===== src/rtl/pc_ras_unit_pkg.sv =====
// pc_ras_unit_pkg: default sizes and next-PC select encoding shared by the PC/RAS slice
package pc_ras_unit_pkg;
  localparam int ADDR_W_DEF = 64;
  localparam int INST_BYTES_DEF = 4;
  localparam int RAS_DEPTH_DEF = 8;
  typedef enum logic [2:0] {
    SEL_RESET,
    SEL_REDIRECT,
    SEL_HOLD,
    SEL_CALL,
    SEL_RET,
    SEL_SEQ
  } pc_sel_e;
endpackage


===== src/rtl/pc_ras_unit_if.sv =====
// pc_ras_unit_if: fetch control inputs and PC/stack status outputs of the PC/RAS unit
interface pc_ras_unit_if
  import pc_ras_unit_pkg::*;
#(
  parameter int ADDR_W = ADDR_W_DEF
);
  logic [ADDR_W-1:0] start_pc;
  logic              stall;
  logic              redirect_valid;
  logic [ADDR_W-1:0] redirect_pc;
  logic              is_call;
  logic [ADDR_W-1:0] call_target;
  logic              is_ret;
  logic [ADDR_W-1:0] current_pc;
  logic [ADDR_W-1:0] ras_top;
  logic              ras_empty;
  logic              ras_full;
  logic              ras_overflow;
  logic              ras_underflow;
  modport master (
    output start_pc, stall, redirect_valid, redirect_pc, is_call, call_target, is_ret,
    input  current_pc, ras_top, ras_empty, ras_full, ras_overflow, ras_underflow
  );
  modport slave (
    input  start_pc, stall, redirect_valid, redirect_pc, is_call, call_target, is_ret,
    output current_pc, ras_top, ras_empty, ras_full, ras_overflow, ras_underflow
  );
endinterface


===== src/rtl/pc_ras_unit_ras_stack.sv =====
// ras_stack: circular LIFO of return addresses; a push when full overwrites the oldest entry
module ras_stack #(
  parameter  int W     = 64,
  parameter  int DEPTH = 8,
  localparam int PW    = $clog2(DEPTH),
  localparam int CW    = $clog2(DEPTH + 1)
) (
  input  logic          clk,
  input  logic          rst,
  input  logic          push,
  input  logic          pop,
  input  logic          replace,
  input  logic [W-1:0]  push_data,
  output logic [W-1:0]  top,
  output logic [CW-1:0] count,
  output logic          overflow,
  output logic          underflow
);
  logic [W-1:0]  r_mem [DEPTH];
  logic [PW-1:0] r_ptr;
  logic [CW-1:0] r_cnt;
  logic [PW-1:0] w_ptr_inc;
  logic          w_empty;
  logic          w_full;
  assign w_ptr_inc = r_ptr + 1'b1;
  assign w_empty   = r_cnt == '0;
  assign w_full    = r_cnt == CW'(DEPTH);
  assign top       = w_empty ? '0 : r_mem[r_ptr];
  assign count     = r_cnt;
  assign overflow  = push & w_full;
  assign underflow = pop & ~push & ~replace & w_empty;
  // r_ptr always addresses the newest entry; wrapping it makes the oldest slot the next victim
  always_ff @(posedge clk) begin
    if (rst) begin
      r_ptr <= '0;
      r_cnt <= '0;
    end else if (push) begin
      r_ptr            <= w_ptr_inc;
      r_mem[w_ptr_inc] <= push_data;
      if (!w_full) r_cnt <= r_cnt + 1'b1;
    end else if (replace && !w_empty) begin
      r_mem[r_ptr] <= push_data;
    end else if (pop && !w_empty) begin
      r_ptr <= r_ptr - 1'b1;
      r_cnt <= r_cnt - 1'b1;
    end
  end
endmodule


===== src/rtl/pc_ras_unit.sv =====
// pc_ras_unit: fetch PC register with redirect/stall/call/return priority and a return-address stack
module pc_ras_unit
  import pc_ras_unit_pkg::*;
#(
  parameter  int ADDR_W     = ADDR_W_DEF,
  parameter  int INST_BYTES = INST_BYTES_DEF,
  parameter  int RAS_DEPTH  = RAS_DEPTH_DEF,
  localparam int CW         = $clog2(RAS_DEPTH + 1)
) (
  input logic          clk,
  input logic          reset,
  pc_ras_unit_if.slave bus
);
  logic [ADDR_W-1:0] r_pc;
  logic              r_ovf;
  logic              r_unf;
  pc_sel_e           w_sel;
  logic [ADDR_W-1:0] w_seq;
  logic [ADDR_W-1:0] w_next;
  logic [ADDR_W-1:0] w_top;
  logic [CW-1:0]     w_cnt;
  logic              w_empty;
  logic              w_push;
  logic              w_pop;
  logic              w_replace;
  logic              w_ovf;
  logic              w_unf;
  assign w_sel = reset              ? SEL_RESET    :
                 bus.redirect_valid ? SEL_REDIRECT :
                 bus.stall          ? SEL_HOLD     :
                 bus.is_call        ? SEL_CALL     :
                 bus.is_ret         ? SEL_RET      : SEL_SEQ;
  assign w_seq     = r_pc + ADDR_W'(INST_BYTES);
  assign w_empty   = w_cnt == '0;
  // call+ret together overwrites the top in place unless there is nothing to overwrite
  assign w_push    = w_sel == SEL_CALL && (!bus.is_ret || w_empty);
  assign w_replace = w_sel == SEL_CALL && bus.is_ret && !w_empty;
  assign w_pop     = w_sel == SEL_RET;
  assign w_next = w_sel == SEL_REDIRECT ? bus.redirect_pc :
                  w_sel == SEL_HOLD     ? r_pc            :
                  w_sel == SEL_CALL     ? bus.call_target :
                  w_sel == SEL_RET      ? (w_empty ? w_seq : w_top) : w_seq;
  ras_stack #(.W(ADDR_W), .DEPTH(RAS_DEPTH)) u_stack (
    .clk       (clk),
    .rst       (reset),
    .push      (w_push),
    .pop       (w_pop),
    .replace   (w_replace),
    .push_data (w_seq),
    .top       (w_top),
    .count     (w_cnt),
    .overflow  (w_ovf),
    .underflow (w_unf)
  );
  always_ff @(posedge clk) begin
    if (reset) begin
      r_pc  <= bus.start_pc;
      r_ovf <= 1'b0;
      r_unf <= 1'b0;
    end else begin
      r_pc  <= w_next;
      r_ovf <= r_ovf | w_ovf;
      r_unf <= r_unf | w_unf;
    end
  end
  assign bus.current_pc    = r_pc;
  assign bus.ras_top       = w_top;
  assign bus.ras_empty     = w_empty;
  assign bus.ras_full      = w_cnt == CW'(RAS_DEPTH);
  assign bus.ras_overflow  = r_ovf;
  assign bus.ras_underflow = r_unf;
endmodule


===== src/flat_wrapper.sv =====
// flat-port wrapper written by rule: the top's interface ports become plain ports
module pc_ras_unit_flat import pc_ras_unit_pkg::*;
#(
  parameter  int ADDR_W     = ADDR_W_DEF,
  parameter  int INST_BYTES = INST_BYTES_DEF,
  parameter  int RAS_DEPTH  = RAS_DEPTH_DEF,
  localparam int CW         = $clog2(RAS_DEPTH + 1)
)
  (clk, reset, bus_start_pc, bus_stall, bus_redirect_valid, bus_redirect_pc, bus_is_call, bus_call_target, bus_is_ret, bus_current_pc, bus_ras_top, bus_ras_empty, bus_ras_full, bus_ras_overflow, bus_ras_underflow);
  pc_ras_unit_if #(.ADDR_W(ADDR_W)) bus_i ();
  input logic clk;
  input logic reset;
  input wire logic [$bits(bus_i.start_pc)-1:0] bus_start_pc;
  input wire logic [$bits(bus_i.stall)-1:0] bus_stall;
  input wire logic [$bits(bus_i.redirect_valid)-1:0] bus_redirect_valid;
  input wire logic [$bits(bus_i.redirect_pc)-1:0] bus_redirect_pc;
  input wire logic [$bits(bus_i.is_call)-1:0] bus_is_call;
  input wire logic [$bits(bus_i.call_target)-1:0] bus_call_target;
  input wire logic [$bits(bus_i.is_ret)-1:0] bus_is_ret;
  output wire logic [$bits(bus_i.current_pc)-1:0] bus_current_pc;
  output wire logic [$bits(bus_i.ras_top)-1:0] bus_ras_top;
  output wire logic [$bits(bus_i.ras_empty)-1:0] bus_ras_empty;
  output wire logic [$bits(bus_i.ras_full)-1:0] bus_ras_full;
  output wire logic [$bits(bus_i.ras_overflow)-1:0] bus_ras_overflow;
  output wire logic [$bits(bus_i.ras_underflow)-1:0] bus_ras_underflow;
  assign bus_i.start_pc = bus_start_pc;
  assign bus_i.stall = bus_stall;
  assign bus_i.redirect_valid = bus_redirect_valid;
  assign bus_i.redirect_pc = bus_redirect_pc;
  assign bus_i.is_call = bus_is_call;
  assign bus_i.call_target = bus_call_target;
  assign bus_i.is_ret = bus_is_ret;
  assign bus_current_pc = bus_i.current_pc;
  assign bus_ras_top = bus_i.ras_top;
  assign bus_ras_empty = bus_i.ras_empty;
  assign bus_ras_full = bus_i.ras_full;
  assign bus_ras_overflow = bus_i.ras_overflow;
  assign bus_ras_underflow = bus_i.ras_underflow;
  pc_ras_unit #(.ADDR_W(ADDR_W), .INST_BYTES(INST_BYTES), .RAS_DEPTH(RAS_DEPTH)) u_core (.clk(clk), .reset(reset), .bus(bus_i));
endmodule

===== config.mk =====
export PLATFORM = sky130hd
export DESIGN_NAME = pc_ras_unit_flat
export DESIGN_NICKNAME = d
export VERILOG_FILES = /design/src/rtl/pc_ras_unit_pkg.sv /design/src/rtl/pc_ras_unit_if.sv /design/src/rtl/pc_ras_unit_ras_stack.sv /design/src/rtl/pc_ras_unit.sv /design/src/flat_wrapper.sv
export SDC_FILE = /design/constraint.sdc
export NUM_CORES = 1
export LEC_CHECK = 0
export CORE_UTILIZATION = 50
export CTS_CLUSTER_DIAMETER = 60
export DETAILED_ROUTE_END_ITERATION = 8
export GPL_TIMING_DRIVEN = 0
export PLACE_DENSITY = 0.73
export REMOVE_ABC_BUFFERS = 1
export SLEW_MARGIN = 20
export SYNTH_ARGS = -nofsm -noshare
export SYNTH_HDL_FRONTEND = slang
export SYNTH_SLANG_ARGS = --single-unit

===== constraint.sdc =====
create_clock -name clk -period 15.95 [get_ports clk]
set_input_delay 1.595 -clock clk [delete_from_list [all_inputs] [get_ports clk]]
set_output_delay 1.595 -clock clk [all_outputs]
set_load 0.05 [all_outputs]

After elaboration in Yosys (flattened, before gate mapping)
Memory sizes are Yosys's and may differ from the RTL's. A register that Yosys moved wholly into a read port is not among the register bits.
Index checks and enable logic that the tools add are counted.
{ "word_totals": {"register_bits": 73, "ram_bits": 512, "inputBits": 198, "elab_cells": 71, "n_memories": 1} }
{ "op_classes": {"add_sub_neg": 5, "n_eq_ne": 8, "mux": 31, "n_bitwise": 8, "reduce_logical": 13} }
{ "mem_list": {"columns": ["memory", "words", "word_bits", "read_ports", "rd_ports_with_merged_regs", "write_ports", "line_no", "text"], "rows": [
  ["u_core.u_stack.r_mem", 8, 64, 1, 1, 1, "pc_ras_unit_ras_stack.sv:19", "logic [W-1:0] r_mem [DEPTH];"]
]} }
{ "op_table": {"columns": ["cell", "count"], "rows": [
  ["2-to-1 mux 64 bit", 8],
  ["adder 64 x 3 -> 64 bit (second input constant)", 1],
  ["OR reduction 64 bit", 1],
  ["2-to-1 mux 3 bit", 10],
  ["2-to-1 mux 4 bit", 4],
  ["2-to-1 mux 1 bit", 9],
  ["== test 3 x 2 -> 1 bit (second input constant)", 2],
  ["logical AND 1 bit", 5],
  ["adder 4 x 1 -> 4 bit (second input constant)", 1],
  ["AND 1 bit", 4],
  ["== test 4 bit (second input constant)", 1],
  ["logical NOT 4 bit", 1],
  ["inequality test 2 bit (second input constant)", 2],
  ["subtractor 4 x 1 -> 4 bit (second input constant)", 1],
  ["adder 3 x 1 -> 3 bit (second input constant)", 1],
  ["== test 3 x 1 -> 1 bit (second input constant)", 1],
  ["== test 3 bit (second input constant)", 1],
  ["inequality test 3 x 2 -> 1 bit (second input constant)", 1],
  ["AND reduction 3 bit", 1],
  ["subtractor 3 x 1 -> 3 bit (second input constant)", 1],
  ["logical NOT 1 bit", 2],
  ["inverter 1 bit", 2],
  ["OR 1 bit", 2],
  ["AND reduction 2 bit", 1],
  ["other kinds (2)", 2]
]} }

Depth between registers and ports, before layout
{ "logic_depth": {"word_depth": 15, "mapped_depth": 11, "ltp_nobuf": 9} }

Cells and area by module
Synthesis repeated with hierarchy kept, for this count alone.
{ "hier_totals": {"cells_unflattened": 1675, "area_unflattened_um2": 26495.4} }
{ "by_module_without_submodules": {"columns": ["mod", "n_inst", "cells_per_inst", "area_each_um2", "seq_area_each_um2"], "rows": [
  ["ras_stack", 1, 895, 20076.8, 15574.9],
  ["pc_ras_unit", 1, 780, 6418.7, 1961.9]
]} }

Worst setup path after synthesis
No wires, ideal clock.
{ "synth_path": {"path_kind": "input to register", "from": "in bus_redirect_valid", "to": "mem u_core.u_stack.r_mem[0][0] (enable)", "setup_time_ps": 486, "arrival_time_ps": 5705, "required_time_ps": 15464, "setup_slack_ps": 9759, "path_stages": 6, "n_path_buf": 3, "cell_sequence": "clkbuf_1 nor4b_2 clkbuf_1 buf_1 nand2_1 nor2_1"} }
{ "synth_between": {"elab_chain_len": 12, "word_cells_on_any_way": 17} }
{ "synth_rtl": {"columns": ["item", "line_no", "text"], "rows": [
  ["from (decl)", "flat_wrapper.sv:15", "input wire logic [$bits(bus_i.redirect_valid)-1:0] bus_redirect_valid;"],
  ["2-to-1 mux 3 bit *", "pc_ras_unit.sv:29", "bus.redirect_valid ? SEL_REDIRECT :"],
  ["2-to-1 mux 3 bit *", "pc_ras_unit.sv:28", "assign w_sel = reset ? SEL_RESET :"],
  ["== test 3 x 2 -> 1 bit *", "pc_ras_unit.sv:36, pc_ras_unit.sv:37", null],
  ["logical AND 1 bit (2 in series)", "pc_ras_unit.sv:37", "assign w_replace = w_sel == SEL_CALL && bus.is_ret && !w_empty;"],
  ["logical AND 1 bit", "pc_ras_unit_ras_stack.sv:41", "end else if (replace && !w_empty) begin"],
  ["2-to-1 mux 1 bit", "pc_ras_unit_ras_stack.sv:41", null],
  ["2-to-1 mux 1 bit", "pc_ras_unit_ras_stack.sv:37", "end else if (push) begin"],
  ["2-to-1 mux 1 bit", "pc_ras_unit_ras_stack.sv:34", "if (rst) begin"],
  ["2-to-1 mux 1 bit (not written as such)", "pc_ras_unit_ras_stack.sv:42", "r_mem[r_ptr] <= push_data;"],
  ["OR reduction 64 bit (no line)", null, null],
  ["2-to-1 mux 3 bit (no line) or 2-to-1 mux 1 bit (tied branches)", null, null],
  ["to (decl)", "pc_ras_unit_ras_stack.sv:19", null]
]} }
Every way passes the cells marked *; elsewhere a longest branch is shown, timed or not.

==> impl_results.md <==
- Number of diodes: 0
- GRT Total Usage: 0.299
- R2r setup slk: ~12 ns
- GR Overflow Total: 0
- FFs w/ async S/R, synth: 0
- Count of clock tree sinks: between 500 and 600
- Post-synthesis sequential area ratio: 0.681
- Mapped Cells: between 1500 and 2000
- Chip height: 229 µm
- Area leader, netlist: edfxtp_1
- CTS root buf: clkbuf_16
- Worst-Skew Late Latency: approximately 0.62 ns
- Synth top area cells: edfxtp_1, mux4_2, mux2i_1
- Critical Path Sink Type: output pin
- Die area: roughly 0.052 mm²
- Clk slew on worst S/H paths: approximately 0.06 ns
- Critical path peak fanout: 34
- CTS max path bufs: 3
- Hold Buf Count CTS: 0
- Rows: between 80 and 90
- Multi-input gate area: between 0.007 and 0.008 mm²
- DRC: 0
- Synth Flop Type: edfxtp_1
- Final net count: ~2200
- Worst-margin pin slew: approximately 1.1 ns
- Register Area: approximately 0.018 mm²
- Post-route ant nets: 0
- Unique cell type count in the Yosys netlist: about 60
- CTS Buf Count: 57
- Die Wd: roughly 230 µm
- DR iter-0 viols: roughly 2300
- DR pass1 iterations: 6
- CTS tree: built
- Initial antenna violation count: 0
- Worst Hold Path EP: u_core.bus.ras_overflow
- Element type at the critical path start: flip-flop
- H-tree lvl count: 2
- Filler cell count: about 3600
- Max-slew headroom: 0.255
- Comb power frac: 0.126
- Cell-internal power: around 2.7 mW
- Sw Ratio: 0.250
- Number of flops mapped to enable cells by yosys: ~580
- Worst hold path startpoint: u_core.bus.ras_overflow
- Core Region: between 0.05 and 0.06 mm²
- Worst reg2reg startpoint: u_core.bus.current_pc[2]
- Hold Path Depth: 2
- DP HPWL: 54900 µm
- PwrDens: between 100 and 150 mW/mm²
- Pin count of the biggest net entering global routing: between 50 and 60
- Fmax: 188 MHz
- Clock power frac: 0.380
- Vias: 17164
- Starting Density: 0.510
- Hold Vio Cnt, Final: 0
- Post-CTS setup buffers: 0
- CP Class: reg -> out
- Reg2Reg Depth: 7
- Vias in the first global route: approximately 17000
- Vias per cell: about 6.4
- Psw: 0.917 mW
- Post_cts resized: 0
- P_leak: a little over 10 nW
- Top-count cell post-synth: edfxtp_1
- Yosys warns: 0
- Final setup vio count: 0
- Dpl cell area: around 0.031 mm²
- Worst min-delay path category: reg -> reg
- Layout cells sized above 1: 0.151
- Synth cell count leaders: edfxtp_1, nor2_1, mux4_2
- Total Power: 3.66 mW
- First-pass GRT wire length: 113000 µm
- Slew Viols, Final: 0
- Crit path DAT: about 3.7 ns
- GP Congestion: 0.906
- Post-synthesis register bit count: around 590
- Final TNS setup: 0 ns
- Design Area, Final: roughly 0.033 mm²
- Buffers on Ports: approximately 330
- Status: finished, final reports clean
- Reg2reg end: u_core.bus.current_pc[50]
- Layout Skew: between 0.02 and 0.03 ns
- Worst VDD drop: between 0.08 and 0.09 mV
- Wirelength per Cell: just under 30 µm
- Final worst path period share: 0.333
- WP data required: around 14 ns
- Seq pwr share: 0.494
- RSZ-0062 raised after global routing: no
- Minimum clock period: ~5.3 ns
- Max_cap viols: 0
- Mapped Area: about 0.026 mm²
- Avg Synthesized Cell Area: 16.0 µm²
- Routed wire length: around 80000 µm
- P&R area growth vs syn: 26.8%
- Synth top area share: 0.672
- IO Count: 330
## layout by cell type, fill, tap and decap left out, types with 7 or more instances in the layout
cell	n
edfxtp_1	576
clkdlybuf4s50_1	327
mux4_2	128
nor2_1	117
nand2_1	98
mux2i_1	66
o21ai_0	64
clkbuf_16	59
a21oi_1	58
nand3_1	40
a22oi_1	39
xor2_1	30
nand4_1	29
buf_16	28
xnor2_1	24
o211ai_1	24
nor3_1	16
nor4_1	16
buf_12	15
o22ai_1	13
clkbuf_1	13
clkinv_2	12
nor2_4	12
inv_1	10
o31ai_1	10
a221o_1	10
clkinv_1	10
and4_1	9
bufinv_16	9
dfxtp_1	9
and3_1	8
or4_1	7
or3_1	7
o31a_1	7
a31oi_1	7
## sequential cells by signal, indices dropped and copies added (netlist names), named ones only
name                      cells
u_core.u_stack.r_mem        512
u_core.u_stack.r_ptr          3
u_core.bus.ras_overflow       1
u_core.bus.ras_underflow      1
u_core.u_stack.count          4
u_core.bus.current_pc        64
## metrics by stage
stage	cells	worst slack [ns]	util	hold slack [ns]
3_5_place_dp	2560	11.07	0.608	0.464
3_3_place_gp	2513	0.518	0.583	0.444
4_1_cts	2667	10.49	0.646	0.479
2_1_floorplan	1512	8.27	-	0.472
5_1_grt	2667	10.41	0.646	0.501
6_report	2667	10.64	0.646	0.479
## power groups by stage
| stage | sequential [mW] | clock, mW | combinational [mW] |
|---|---|---|---|
| floorplan | 1.89 | 0 | 0.186 |
| detailed placement | 1.84 | 0 | 0.458 |
| finish | 1.81 | 1.39 | 0.462 |
| global placement | 1.85 | 0 | 0.441 |
| global route | 1.81 | 1.46 | 0.485 |
| CTS | 1.81 | 1.40 | 0.461 |
## final cells by class
| type | count | area share |
|---|---|---|
| Tap cell | 672 | 0.0258 |
| Clock inverter | 35 | 0.0125 |
| Timing Repair Buffer | 376 | 0.135 |
| Inverter | 13 | 0.00161 |
| Multi-Input combinational cell | 911 | 0.240 |
| Clock buffer | 72 | 0.0468 |
| Sequential cell | 588 | 0.538 |
## worst max path at each step
stage / startpoint / end / slack (ns) / cells after the start
after global routing: flip-flop / bus_ras_top[35] / 10.41 / 6
after global placement: reset / u_core.u_stack.r_mem[5][5] / 0.52 / 4
final: flip-flop / bus_ras_top[27] / 10.64 / 6
after CTS: flip-flop / bus_ras_top[35] / 10.49 / 6
after floorplan: flip-flop / bus_ras_top[4] / 8.27 / 3
after detailed placement: bus_stall / u_core.u_stack.r_mem[3][5] / 11.07 / 6
## cell families after synthesis
| logic type | after synthesis | synth area share |
|---|---|---|
| and+or+nand+nor | 391 | 0.0734 |
| DFF | 588 | 0.681 |
| buffers and inverters | 113 | 0.0185 |
| xor gates and xnor gates | 54 | 0.0184 |
| muxes | 194 | 0.138 |
| AOI/OAI and AO/OA | 266 | 0.0674 |
| adders and majority gates | 6 | 0.00321 |
## critical path, cell delays in order (launching register included)
cell and delay (ns):
dfxtp_4 0.71, buf_16 0.31, buf_16 0.29, mux4_2 0.55, mux2i_1 0.40, nor2_1 0.07
clkdlybuf4s50_1 0.72
## routing by layer
layer	wire length, µm	global-route usage	vias up
met2	36800	0.475	1181
met5	0	0	-
met3	9560	0.0803	145
li1	-	-	7194
met1	29800	0.404	8644
met4	2410	0.0971	0
No activity file was read; power rests on OpenSTA's default activity.
